<file path="config.mk">
export PLATFORM = sky130hd
export DESIGN_NAME = regfile_write_arbiter
export DESIGN_NICKNAME = d
export VERILOG_FILES = /design/src/rtl/regfile_write_arbiter_pkg.sv /design/src/rtl/regfile_write_arbiter_rr_arb2.sv /design/src/rtl/regfile_write_arbiter.sv
export SDC_FILE = /design/constraint.sdc
export NUM_CORES = 1
export LEC_CHECK = 0
export ABC_AREA = 1
export CAP_MARGIN = 20
export CORE_AREA = 2 2 88 107
export CTS_CLUSTER_SIZE = 8
export DETAILED_ROUTE_END_ITERATION = 10
export DIE_AREA = 0 0 90 109
export GPL_TIMING_DRIVEN = 0
export PLACE_DENSITY = 0.7
export SYNTH_ARGS = -nofsm -noshare
export SYNTH_HDL_FRONTEND = slang
export SYNTH_SLANG_ARGS = --single-unit
</file>
<file path="constraint.sdc">
create_clock -name clk -period 1.6 [get_ports clk]
set_clock_uncertainty 0.15 [all_clocks]
set_input_delay 0.24 -clock clk [delete_from_list [all_inputs] [get_ports clk]]
set_output_delay 0.24 -clock clk [all_outputs]
set_load 0.02 [all_outputs]
</file>
<file path="src/rtl/regfile_write_arbiter_pkg.sv">
// Shared constants and the round-robin priority encoding for the
// register-file write-port arbiter.
package regfile_write_arbiter_pkg;

    localparam int DATA_W_DEF = 32;
    localparam int ADDR_W_DEF = 5;
    localparam int CNT_W_DEF  = 8;

    localparam logic [ADDR_W_DEF-1:0] ZERO_REG = '0;

    typedef enum logic {
        PRIO_A = 1'b0,
        PRIO_B = 1'b1
    } prio_t;

endpackage

</file>
<file path="src/rtl/regfile_write_arbiter_rr_arb2.sv">
// Two-input round-robin grant unit; priority flips only on a contended grant.
module rr_arb2
    import regfile_write_arbiter_pkg::*;
(
    input  logic clk,
    input  logic reset,
    input  logic freeze,
    input  logic req_a,
    input  logic req_b,
    output logic gnt_a,
    output logic gnt_b
);

    prio_t state;
    prio_t state_next;

    always_ff @(posedge clk or posedge reset) begin
        if (reset) begin
            state <= PRIO_A;
        end else begin
            state <= state_next;
        end
    end

    always_comb begin
        state_next = state;
        if (req_a && req_b && !freeze) begin
            state_next = (state == PRIO_A) ? PRIO_B : PRIO_A;
        end
    end

    // Grants are suppressed during reset as well as freeze so nothing handshakes mid-reset.
    always_comb begin
        gnt_a = 1'b0;
        gnt_b = 1'b0;
        if (!reset && !freeze) begin
            if (req_a && (!req_b || state == PRIO_A)) begin
                gnt_a = 1'b1;
            end else if (req_b) begin
                gnt_b = 1'b1;
            end
        end
    end

endmodule

</file>
<file path="src/rtl/regfile_write_arbiter.sv">
// Shares the register-file write port between the ALU (A) and load (B)
// writeback paths, drops $zero writes and counts contention cycles.
module regfile_write_arbiter
    import regfile_write_arbiter_pkg::*;
#(
    parameter int DATA_W = DATA_W_DEF,
    parameter int ADDR_W = ADDR_W_DEF,
    parameter int CNT_W  = CNT_W_DEF
) (
    input  logic              clk,
    input  logic              reset,
    input  logic              freeze,
    input  logic              a_valid,
    input  logic [ADDR_W-1:0] a_addr,
    input  logic [DATA_W-1:0] a_data,
    output logic              a_ready,
    input  logic              b_valid,
    input  logic [ADDR_W-1:0] b_addr,
    input  logic [DATA_W-1:0] b_data,
    output logic              b_ready,
    output logic              we,
    output logic [ADDR_W-1:0] waddr,
    output logic [DATA_W-1:0] wdata,
    output logic [CNT_W-1:0]  conflict_cnt
);

    localparam logic [CNT_W-1:0]  CNT_MAX = {CNT_W{1'b1}};
    localparam logic [ADDR_W-1:0] ZERO_A  = ADDR_W'(ZERO_REG);

    logic              xfer;
    logic [ADDR_W-1:0] sel_addr;
    logic [DATA_W-1:0] sel_data;
    logic              write_ok;
    logic              contended;

    rr_arb2 u_arb (
        .clk    (clk),
        .reset  (reset),
        .freeze (freeze),
        .req_a  (a_valid),
        .req_b  (b_valid),
        .gnt_a  (a_ready),
        .gnt_b  (b_ready)
    );

    always_comb begin
        xfer     = (a_valid && a_ready) || (b_valid && b_ready);
        sel_addr = a_ready ? a_addr : b_addr;
        sel_data = a_ready ? a_data : b_data;
        write_ok = xfer && (sel_addr != ZERO_A);
        contended = a_valid && b_valid && !freeze;
    end

    // $zero transfers still handshake but never reach the port; address/data hold.
    always_ff @(posedge clk or posedge reset) begin
        if (reset) begin
            we    <= 1'b0;
            waddr <= '0;
            wdata <= '0;
        end else begin
            we <= write_ok;
            if (write_ok) begin
                waddr <= sel_addr;
                wdata <= sel_data;
            end
        end
    end

    always_ff @(posedge clk or posedge reset) begin
        if (reset) begin
            conflict_cnt <= '0;
        end else if (contended && conflict_cnt != CNT_MAX) begin
            conflict_cnt <= conflict_cnt + 1'b1;
        end
    end

endmodule

</file>
==> impl_metrics.json <==
{
  "worst_hold_slack_ns": -0.0101,
  "finalHoldViolCount": 19,
  "layout_min_cycle_time_ns": 1.79,
  "clock-sinks": 47,
  "grt_pass1_wl_mm": 13.4,
  "slew_violations": 0,
  "grt.total_usage_pct": 16.7,
  "start_util_pct": 28.8,
  "r2r_start": "u_arb.state",
  "cap_violations": 0,
  "rrSetupSlack_ns": -0.19,
  "slew_headroom_pct": 70.1,
  "r2r_end": "wdata[30]",
  "clk_latency_ns": 0.29,
  "gp_congestion": 0.765,
  "critPathLaunchType": "register",
  "dieArea_um2": 9810,
  "power.density_nw_per_um2": 997,
  "timing.critical_path.arrival_ns": 1.88,
  "max_freq_mhz": 559,
  "avgRoutedWirePerCell_um": 13.0,
  "antenna_left": 0,
  "drt-vias-per-instance": 4.51,
  "fillCellCount": 866,
  "max-vdd-ir-drop_mv": 0.744,
  "fin_ws_ns": -0.189,
  "hold_class": "primary input to async pin",
  "cts_tree": "yes",
  "clk_pin_slew_worst_paths_ns": 0.09,
  "drt_wl_total_mm": 8.38,
  "die_y_um": 109,
  "syn_nets": 438,
  "setup_viol": 39,
  "hpwl_mm": 5.92,
  "period_share_pct": 112,
  "grt_pass1_vias": 2846,
  "grt_max_degree": 29,
  "r2r_cells": 10,
  "crit_type": "register to register",
  "clockBufferDepth": 2,
  "end_kind": "register",
  "overflow": 0,
  "drc_errors": 0,
  "status": "finished, violations left",
  "dr.first_iter.drc_count": 90,
  "ctsHoldBuffers": 0,
  "regArea_um2": 1180,
  "io_buffer_count": 126,
  "final_core_util_pct": 52.9,
  "drive_gt1_share_pct": 24.8,
  "synth_seq_cells": 47,
  "n_antenna_cell": 0,
  "required_ns": 1.69,
  "syn_inst": 358,
  "vias": 2912,
  "syn-cell-area_um2": 2550,
  "synth-seq-area-share_pct": 46.1,
  "yosysTopAreaCellShare_pct": 46.1,
  "die_x_um": 90,
  "fp-row-count": 38,
  "yosysTopAreaCell": "dfrtp_1",
  "multiInputGateArea_um2": 1440,
  "synthTopCellsByArea": "dfrtp_1, nand2_1, nand3_1",
  "rsz0062_at_grt": "true",
  "worst-slew-pin-transition_ns": 0.448,
  "root_buffer": "clkbuf_8",
  "drtPass1Iterations": 4,
  "area_delta_synth_final_pct": 83.4,
  "ys_types": 24,
  "violations": "negative hold slack, negative setup slack",
  "cp_max_fo": 7,
  "cts_max_level": 2,
  "core_area_um2": 8840,
  "nets": 604,
  "grt_antenna_before_repair": 0,
  "ys_warn_count": 0,
  "tritoncts.num_buffers": 5,
  "p_leak_nw": 2.46,
  "ios": 127,
  "syn_avg_cell_area_um2": 7.13
}
## Yosys cell counts
cell and instances:
ha_1 1, buf_6 4, a21boi_1 1, nand3_2 1, buf_4 3, xnor2_1 4
buf_2 4, inv_1 23, o21ai_0 5, xor2_1 4, nand2_2 2, nand4_1 6
or2_2 1, nor2_4 1, buf_1 1, clkbuf_1 5, a21oi_1 1, nand3_1 38
nand2_1 199, nor4_1 1, o21bai_2 1, nand2_4 1, dfrtp_1 47, nor2_1 4
## state kept, by name, summed over array words and instances (netlist names)
| name | flops |
|---|---|
| wdata | 32 |
| conflict_cnt | 8 |
| waddr | 5 |
| u_arb.state | 1 |
| we | 1 |
## cell usage in the layout, fill, tap and decap left out, types with 5 or more instances in the layout
master	count
nand2_2	38
nand3_1	36
clkbuf_8	7
inv_2	5
nand4_1	6
buf_12	5
clkdlybuf4s50_1	74
dlygate4sd2_1	48
inv_1	17
nand2_1	151
dfrtp_1	45
buf_8	7
nand2_4	12
buf_4	24
buf_6	9
## timing repair
item / in CTS / in global routing
pin swaps: 13 / 12
cloned: 4 / 0
resized for setup: 134 / 42
buffers inserted: 18 / 10
setup endpoints to repair: 94 / 48
## worst max path at each step
| stage | to | slack (ns) | startpoint | cells past startpoint |
|---|---|---|---|---|
| 6_report | wdata[30] | -0.19 | u_arb.state | 10 |
| 5_1_grt | wdata[30] | -0.28 | u_arb.state | 10 |
| 4_1_cts | waddr[3] | -0.18 | u_arb.state | 10 |
| 3_5_place_dp | a_ready | -1.09 | freeze | 7 |
| 3_3_place_gp | conflict_cnt[0] | -1.13 | reset | 2 |
| 2_1_floorplan | waddr[0] | -0.04 | u_arb.state | 9 |
## worst max-delay path, cell delays in order, from the launching register on
cell      delay [ns]
dfrtp_1         0.39
nand2_2         0.10
buf_6           0.12
nand4_1         0.15
nand2_2         0.14
nand3_2         0.09
o21bai_4        0.18
buf_8           0.18
buf_8           0.14
nand2_1         0.05
nand2_1         0.05
## logic make-up after synthesis
family	after synthesis	synth area share (%)
and+or+nand+nor	254	41.0
AOI/OAI and AO/OA	8	1.91
buffers and inverters	40	7.70
adders and majority gates	1	0.490
DFF	47	46.1
xor gates and xnor gates	8	2.75
## power breakdown
group          switching, mW  internal [mW]  leakage, nW
combinational           1.14           1.03         1.83
clock                  0.397          0.308       0.0422
sequential             0.277           1.51        0.586
total                   1.81           2.85         2.46
## stage by stage
| step | TNS, ns | power, mW | std cells | setup WS [ns] | cell area, um2 |
|---|---|---|---|---|---|
| floorplan | -1.23 | 2.72 | 358 | -0.0390 | 2600 |
| global placement | -74.71 | 3.70 | 604 | -1.13 | 4010 |
| detailed placement | -30.59 | 3.75 | 605 | -1.09 | 4030 |
| CTS | -5.91 | 4.50 | 635 | -0.179 | 4480 |
| global route | -9.42 | 4.97 | 645 | -0.278 | 4680 |
| finish | -6.32 | 4.67 | 645 | -0.189 | 4680 |
## layer usage
metal / vias up / routed length, um / track usage [%]
met5: - / 0 / 0
met4: 0 / 139 / 4.07
met3: 11 / 417 / 3.39
met2: 90 / 4530 / 32.7
met1: 1370 / 3300 / 18.5
li1: 1441 / - / -
## final cells by class
class / count / share of cell area [%]
Timing Repair Buffer: 159 / 33.0
Multi-Input combinational cell: 271 / 30.8
Sequential cell: 47 / 25.2
Buffer: 17 / 4.09
Tap cell: 120 / 3.21
Inverter: 23 / 1.93
Clock buffer: 7 / 1.63
Clock inverter: 1 / 0.107
No activity file was read; power rests on OpenSTA's default activity.
